==> src/rtl/hazard_scoreboard_ctrl.sv <==
// Decode-stage sequencer: per-register pending-write scoreboard with RAW/WAW stall and a taken-branch flush FSM.
// Optional statistics counters are built only when HAZARD_STATS_EN is defined; otherwise they read 0.
//
// Handshake: decode presents an instruction with id_valid; it transfers into ID/EX in exactly the
// cycle where issue=1 (issue implies id_valid). When id_valid=1 and issue=0, decode must hold the
// same instruction (stall) or it is discarded by a flush.
module hazard_scoreboard_ctrl #(
  parameter int NREG         = 16,
  parameter int IDX_W        = 4,
  parameter int FLUSH_CYCLES = 2,
  parameter int WB_BYPASS    = 1,
  parameter int CNT_W        = 32
) (
  input  logic             clk,
  input  logic             rst,
  input  logic             id_valid,
  input  logic [IDX_W-1:0] id_ra,
  input  logic [IDX_W-1:0] id_rb,
  input  logic [IDX_W-1:0] id_rd,
  input  logic             id_use_ra,
  input  logic             id_use_rb,
  input  logic             id_wr_rd,
  input  logic             wb_we,
  input  logic [IDX_W-1:0] wb_rd,
  input  logic             br_taken,
  output logic             issue,
  output logic             stall,
  output logic             flush_ifid,
  output logic             flush_idex,
  output logic [NREG-1:0]  pending,
  output logic             busy,
  output logic [CNT_W-1:0] stall_cnt,
  output logic [CNT_W-1:0] flush_cnt
);

  typedef enum logic {
    S_IDLE  = 1'b0,
    S_FLUSH = 1'b1
  } state_t;

  // Cycles remaining in FLUSH after the br_taken cycle, minus one.
  localparam logic [3:0] FCNT_INIT = (FLUSH_CYCLES > 1) ? 4'(FLUSH_CYCLES - 2) : 4'd0;

  state_t          state_q;
  logic [3:0]      fcnt_q;
  logic [NREG-1:0] pending_q;
  logic [NREG-1:0] pending_d;

  logic [NREG-1:0] wb_mask;
  logic [NREG-1:0] eff_pend;
  logic            hazard;
  logic            flushing;

  assign wb_mask  = wb_we ? (NREG'(1) << wb_rd) : '0;
  assign eff_pend = (WB_BYPASS != 0) ? (pending_q & ~wb_mask) : pending_q;

  assign hazard = id_valid & ((id_use_ra & eff_pend[id_ra]) |
                              (id_use_rb & eff_pend[id_rb]) |
                              (id_wr_rd  & eff_pend[id_rd]));

  assign flushing = br_taken | (state_q == S_FLUSH);

  // Combinational controls are forced low while reset is held, independent of the inputs.
  assign stall      = ~rst & hazard & ~flushing;
  assign issue      = ~rst & id_valid & ~hazard & ~flushing;
  assign flush_ifid = ~rst & flushing;
  assign flush_idex = ~rst & (flushing | hazard);
  assign busy       = (state_q == S_FLUSH);
  assign pending    = pending_q;

  // Writeback clear first, then issue set, so a same-index set wins.
  always_comb begin
    pending_d = pending_q;
    if (wb_we) begin
      pending_d[wb_rd] = 1'b0;
    end
    if (issue && id_wr_rd) begin
      pending_d[id_rd] = 1'b1;
    end
  end

  always_ff @(posedge clk or posedge rst) begin
    if (rst) begin
      pending_q <= '0;
    end else begin
      pending_q <= pending_d;
    end
  end

  always_ff @(posedge clk or posedge rst) begin
    if (rst) begin
      state_q <= S_IDLE;
      fcnt_q  <= '0;
    end else begin
      case (state_q)
        S_IDLE: begin
          if (br_taken && (FLUSH_CYCLES > 1)) begin
            state_q <= S_FLUSH;
            fcnt_q  <= FCNT_INIT;
          end
        end
        S_FLUSH: begin
          // br_taken here is ignored: EX only holds bubbles during a flush.
          if (fcnt_q == 4'd0) begin
            state_q <= S_IDLE;
          end else begin
            fcnt_q <= fcnt_q - 4'd1;
          end
        end
        default: begin
          state_q <= S_IDLE;
          fcnt_q  <= '0;
        end
      endcase
    end
  end

`ifdef HAZARD_STATS_EN
  logic [CNT_W-1:0] stall_cnt_q;
  logic [CNT_W-1:0] flush_cnt_q;

  always_ff @(posedge clk or posedge rst) begin
    if (rst) begin
      stall_cnt_q <= '0;
      flush_cnt_q <= '0;
    end else begin
      if (stall && (stall_cnt_q != '1)) begin
        stall_cnt_q <= stall_cnt_q + CNT_W'(1);
      end
      if (br_taken && (state_q == S_IDLE) && (flush_cnt_q != '1)) begin
        flush_cnt_q <= flush_cnt_q + CNT_W'(1);
      end
    end
  end

  assign stall_cnt = stall_cnt_q;
  assign flush_cnt = flush_cnt_q;
`else
  assign stall_cnt = '0;
  assign flush_cnt = '0;
`endif

endmodule

==> config.mk <==
export PLATFORM = sky130hd
export DESIGN_NAME = hazard_scoreboard_ctrl
export DESIGN_NICKNAME = d
export VERILOG_FILES = /design/src/rtl/hazard_scoreboard_ctrl.sv
export SDC_FILE = /design/constraint.sdc
export NUM_CORES = 1
export LEC_CHECK = 0
export CAP_MARGIN = 10
export CORE_MARGIN = 5
export CORE_UTILIZATION = 37
export DETAILED_ROUTE_END_ITERATION = 8
export PLACE_DENSITY_LB_ADDON = 0.25
export SLEW_MARGIN = 20
export SYNTH_ARGS = -nofsm -noshare
export SYNTH_HDL_FRONTEND = slang
export SYNTH_SLANG_ARGS = --single-unit
==> constraint.sdc <==
create_clock -name clk -period 2.2 [get_ports clk]
set_input_delay 0.22 -clock clk [delete_from_list [all_inputs] [get_ports clk]]
set_output_delay 0.22 -clock clk [all_outputs]
set_load 0.02 [all_outputs]
==> results of run 1 <==
[layout make-up]
class,count,area [µm²]
Inverter,13,50.05
Timing Repair Buffer,122,1050
Clock buffer,3,41.29
Clock inverter,1,5.005
Sequential cell,21,525.5
Fill cell,494,2330
Multi-Input combinational cell,199,1449
Tap cell,72,90.09
[placed cells by master, fill, tap and decap left out, types with 3 or more instances in the layout]
cell type	Yosys	layout
o21ai_1	7	5
o21ai_4	0	5
inv_1	12	11
dfrtp_1	21	21
o41ai_2	6	13
clkbuf_8	0	3
clkdlybuf4s50_1	0	31
or3_1	3	3
mux2i_1	8	8
o21ai_2	2	4
a211oi_1	5	3
a21oi_1	3	3
o211ai_1	11	11
o2111ai_1	7	6
nor2_1	7	6
buf_4	64	75
nand2b_1	7	5
o21ai_0	12	7
conb_1	1	64
buf_6	1	7
nand2_1	14	13
[worst max-delay path, cell delays in order]
cell      delay (ns)
buf_6           0.10
or3b_4          0.48
o21ai_4         0.18
buf_6           0.12
mux2i_1         0.06
a32o_1          0.21
o211ai_2        0.23
nand3_4         0.13
a21o_4          0.22
buf_6           0.12
[what timing repair did]
action | 4_1_cts | 5_1_grt
setup endpoints to repair | 19 | 19
buffers inserted | 6 | 3
gates cloned | 0 | 0
pin swaps | 7 | 11
gates resized for setup | 79 | 17
[where the power goes]
group,switching (mW),internal (mW),leakage [nW]
Sequential,0.0514,0.440,0.284
Combinational,0.426,0.322,1.23
Clock,0.126,0.126,0.0255
Total,0.603,0.887,1.54
[routing by layer]
layer,track usage,share of wire
met5,0,0
met4,0.03741,0.012
met3,0.03170,0.10
met2,0.2867,0.48
met1,0.2335,0.41
[final timing paths]
path                                     to  cells after the start  slack (ns)
worst max-delay path             flush_idex                     10       -0.11
worst min-delay path             pending[9]                      3        0.36
worst max register to register   pending[8]                      8       -0.03
worst min register to register    fcnt_q[2]                      1        0.56
max in group asynchronous        pending[8]                      3        1.62
min in group clk                pending[15]                      5        0.43
[flip-flops by register name (all words and copies together) (netlist names)]
| name | count |
|---|---|
| pending | 16 |
| fcnt_q | 4 |
| busy | 1 |
[kinds of logic after synthesis]
kind of cell	count (synthesis)	synth area share
buffers and inverters	85	0.2697
AOI/OAI and AO/OA	78	0.2957
and+or+nand+nor	44	0.1112
DFF	21	0.2484
muxes	10	0.05914
xor gates and xnor gates	2	0.008281
adders and majority gates	1	0.005913
other	1	0.001772
[through the flow]
stage | cells | hold slack (ns) | setup TNS (ns) | area [µm²]
floorplan | 305 | 0.1965 | -0.005500 | 2366
global placement | 418 | 0.5329 | -15.45 | 2902
detailed placement | 418 | 0.5411 | -16.08 | 2902
CTS | 428 | 0.3614 | -1.156 | 3123
global route | 431 | 0.3891 | -1.143 | 3211
finish | 431 | 0.3608 | -0.2772 | 3211
[synthesized netlist by cell type, types with 5 or more instances]
cell type   n  area share
nand2b_1    7       0.021
inv_1      12       0.021
nand2_1    14       0.025
a211oi_1    5       0.018
o2111ai_1   7       0.029
buf_4      64        0.23
dfrtp_1    21        0.25
nor2_1      7       0.012
o21ai_0    12       0.028
o21ai_1     7       0.017
o41ai_1     9       0.037
o41ai_2     6       0.046
mux2i_1     8       0.038
o211ai_1   11       0.039
==> run_results.csv, run 1 <==
group,metric,value,unit
clock_network,path_clk_slew,0.08,ns
logic_synthesis,synth_edf_count,0,
route,routed_wl,6656,µm
clock_network,cts_tree,"yes",
worst_setup_path,r2r-start,"pending[11]",
final_layout,area_growth,51.74,%
timing,skew,0.0008307,ns
clock_network,h-tree-depth,1,
logic_synthesis,synth_flop_cell,"dfrtp_1",
power,power,1.490,mW
floorplan,die-area,7331,µm²
timing,finalMaxSlewViolations,0,
clock_network,hold_buffers,0,
timing,fmax,433.1,MHz
timing,final_hold_viol_count,0,
timing,rsz0062_at_grt,"true",
clock_network,clk_latency,0.25,ns
logic_synthesis,syn_inst,242,
timing,setup_viol,5,
timing,fin_crit_sh,1.049,
route,num_vias,2165,
floorplan,core_area,5540,µm²
global_route,grt_first_pass_wirelength,10280,µm
final_layout,nets,385,
status,violations,"negative setup slack",
placement,pre_cts_ws,-1.144,ns
floorplan,row_count,27,
timing,period_minus_slack,2.309,ns
logic_synthesis,yosysUniqueCellTypes,49,
floorplan,start_util,0.3819,
placement,hpwl,5195,µm
final_layout,drive_gt1_frac,0.3677,
logic_synthesis,netlist_area,2116,µm²
global_route,overflow,0,
route,drtIter0Drc,114,
power,ir_drop,550.1,µV
placement,gp_congestion,0.9239,
final_layout,final_util,0.5795,
floorplan,die_x,85.62,µm
worst_setup_path,crit_type,"input port to output pin",
route,viasPerCell,5.023,
clock_network,cts_max_path_buffers,2,
global_route,grt_util_all_layers,0.1727,
worst_setup_path,crit_required,1.98,ns
logic_synthesis,ys_seq_elements,21,
worst_setup_path,cp-end-kind,"output pin",
logic_synthesis,yosysSeqAreaShare,0.2484,
clock_network,root_buffer,"clkbuf_8",
global_route,grt_max_degree,22,
run,cap_violations,0,
placement,portBuffers,44,
route,ant_nets,0,
route,drc,0,
clock_network,cts-buffers-inserted,3,
floorplan,io_pins,109,
global_route,grt_antenna_before_repair,0,
worst_setup_path,cp.arrival,2.09,ns
final_layout,n_antenna_cell,0,
power,power.density,464.2,nW/µm²
timing,fin_ws,-0.1087,ns
floorplan,die_h,85.62,µm
worst_setup_path,start_kind,"input port",
worst_hold_path,min_path_type,"input port to async pin",
clock_network,clock-sinks,21,
worst_setup_path,cp_max_fo,7,
worst_setup_path,cp-startpoint,"wb_rd[2]",
global_route,grt_pass1_vias,2055,
logic_synthesis,async_flop_share,1.000,
logic_synthesis,avgSynthCellArea,8.743,µm²
logic_synthesis,ys.warnings.count,0,
status,status,"finished with violations",
route,firstDrtPassIters,5,
route,post_drt_wl_per_cell,15.44,µm
power,p_leak,1.544,nW
Note: power is estimated with default switching activity, not from simulation.
==> run 2, diff against run 1 <==
ABC_CLOCK_PERIOD_IN_PS = 2200   (was default)
==> results of run 2 <==
The final DEF is identical to that of run 1; final timing and power are the same.
==> run 3, diff against run 2 <==
CELL_PAD_IN_SITES_DETAIL_PLACEMENT = 2   (was default)
CELL_PAD_IN_SITES_GLOBAL_PLACEMENT = 2   (was default)
CORE_UTILIZATION = 20   (was 37)
SETUP_SLACK_MARGIN = 0.05   (was default)
==> run_results.csv, run 3 (synthesis gave the netlist of run 1 again) <==
group,metric,value,unit
status,status,"finished with violations",
status,violations,"negative setup slack",
power,power.switching,673.5,µW
worst_setup_path,cpPeakStageDelay,0.47,ns
timing,finalMaxSlewViolations,0,
final_layout,drive_gt1_frac,0.4192,
worst_setup_path,start_kind,"input port",
final_layout,nFillCells,1178,
global_route,grt_antenna_before_repair,0,
global_route,grt_util_all_layers,0.1292,
timing,period_minus_slack,2.411,ns
worst_setup_path,crit_path_top_delay_cell,"a2111o_1",
placement,hpwl,6792,µm
clock_network,clk_latency,0.26,ns
route,post_drt_wl_per_cell,17.93,µm
worst_setup_path,r2r-end,"pending[2]",
final_layout,final_common_cell,"buf_4",
worst_setup_path,r2r-start,"pending[4]",
floorplan,start_util,0.2049,
global_route,top_usage_layer,"met2",
power,internal_power,929.0,µW
final_layout,largest_register_ffs,16,
clock_network,root_buffer,"clkbuf_8",
global_route,grt_first_pass_wirelength,13140,µm
worst_hold_path,min_path_type,"input port to async pin",
route,viasPerCell,4.381,
clock_network,h-tree-depth,1,
global_route,use_met3,0.01925,
timing,skew,0.001524,ns
placement,dpl_cell_area,2992,µm²
global_route,grt_max_degree,22,
route,ant_nets,0,
floorplan,die_h,112.9,µm
route,firstDrtPassIters,4,
worst_setup_path,cp_common_cell,"buf_6",
timing,fin_ws,-0.2113,ns
clock_network,cts_tree,"yes",
placement,pre_cts_ws,-1.298,ns
global_route,grt_pass1_vias,2399,
power,ir_drop,276.2,µV
route,drtIter0Drc,116,
global_route,overflow,0,
worst_setup_path,rrSetupSlack,-0.11,ns
final_layout,final_cells,501,
final_layout,area_growth,67.65,%
power,combPwrFrac,0.535,
power,power.density,451.8,nW/µm²
final_layout,multi_input_area,1639,µm²
worst_setup_path,cp_max_fo,9,
floorplan,die-area,12740,µm²
route,num_vias,2195,
final_layout,nets,391,
power,switching_share,0.4203,
floorplan,io_pins,109,
worst_setup_path,crit_type,"input port to output pin",
route,routed_wl,8981,µm
floorplan,row_count,37,
timing,fin_crit_sh,1.096,
clock_network,cts_max_path_buffers,2,
clock_network,cts-buffers-inserted,3,
worst_setup_path,cp_top_family,"compound AO/OA/AOI/OAI gates",
global_route,grtUsageMet2,0.2176,
power,seq_power_share,0.300,
clock_network,hold_buffers,0,
worst_setup_path,cp.arrival,2.19,ns
power,p_leak,1.677,nW
final_layout,regArea,526.8,µm²
global_route,use_met1,0.1794,
placement,gp_congestion,0.8288,
placement,place_inst,485,
floorplan,die_x,112.9,µm
run,cap_violations,0,
worst_setup_path,critPathBufInv,6,
final_layout,layout_common_cells,"75 x buf_4, 64 x conb_1, 32 x clkdlybuf4s50_1, 20 x dfrtp_1, 13 x nand2_1",
timing,rsz0062_at_grt,"true",
final_layout,n_antenna_cell,0,
worst_setup_path,cp-end-kind,"output pin",
final_layout,postLayoutCellArea,3547,µm²
placement,portBuffers,44,
worst_setup_path,cp_cell_sequence,"buf_8, buf_4, nand3b_1, buf_6, o2111ai_1, o311ai_1, a2111o_1, o211ai_4, buf_4, buf_6, a31oi_4, buf_6",
power,pwr-share-clk,0.165,
floorplan,core_area,10320,µm²
worst_setup_path,crit_required,1.98,ns
timing,whs,0.3715,ns
route,drc,0,
worst_setup_path,reg2reg_depth,9,
timing,final_hold_viol_count,0,
clock_network,clock-sinks,21,
timing,fmax,414.7,MHz
clock_network,path_clk_slew,0.08,ns
timing,setup_viol,17,
==> run 3: through the flow <==
stage | total power [mW] | setup TNS (ns) | util
5_1_grt | 1.708 | -3.778 | 0.3436
6_report | 1.603 | -1.841 | 0.3436
3_3_place_gp | 1.204 | -17.50 | 0.2898
2_1_floorplan | 0.9915 | -0.005500 | -
3_5_place_dp | 1.236 | -19.59 | 0.2898
4_1_cts | 1.556 | -1.270 | 0.3189
==> run 3: worst max path at each step <==
stage / startpoint / endpoint / slack [ns] / cells past startpoint
after global routing: wb_rd[2] / flush_idex / -0.32 / 11
after global placement: wb_we / flush_idex / -1.19 / 10
after detailed placement: wb_we / flush_idex / -1.30 / 10
after floorplan: wb_rd[2] / flush_idex / -0.006 / 9
after CTS: wb_rd[3] / flush_idex / -0.21 / 9
final: wb_rd[2] / stall / -0.21 / 12
==> run 3: layer usage <==
| metal | vias up | share of wire | wire [µm] |
|---|---|---|---|
| met2 | 77 | 0.50 | 4470 |
| met1 | 1092 | 0.45 | 4044 |
| met3 | 8 | 0.045 | 401 |
| met4 | 0 | 0.0072 | 65 |
| met5 | - | 0 | 0 |
| li1 | 1018 | - | - |
==> run 3: layout make-up <==
cell class                 count  area share
sequential                    21      0.1485
tap                          136     0.04797
clock buffer                   4     0.01270
timing repair buffer         128      0.3146
inverter                      13     0.01411
multi-input combinational    199      0.4621
==> run 3: worst min-delay path: stages <==
cell	delay, ns
clkdlybuf4s50_1	0.45
inv_1	0.07
buf_4	0.29
==> run 3: timing repair <==
action | 4_1_cts | 5_1_grt
endpoints found under the setup margin | 19 | 19
buffers inserted | 8 | 6
gates resized for setup | 97 | 40
pin swaps | 14 | 21
cloned | 0 | 0
==> run 3: power by group through the flow <==
stage                     Clock [mW]  Combinational (mW)  Sequential, mW
final                          0.264               0.857           0.481
after global routing           0.297               0.922           0.489
after CTS                      0.276               0.799           0.481
after detailed placement           0               0.750           0.486
after global placement             0               0.722           0.483
after floorplan                    0               0.480           0.512
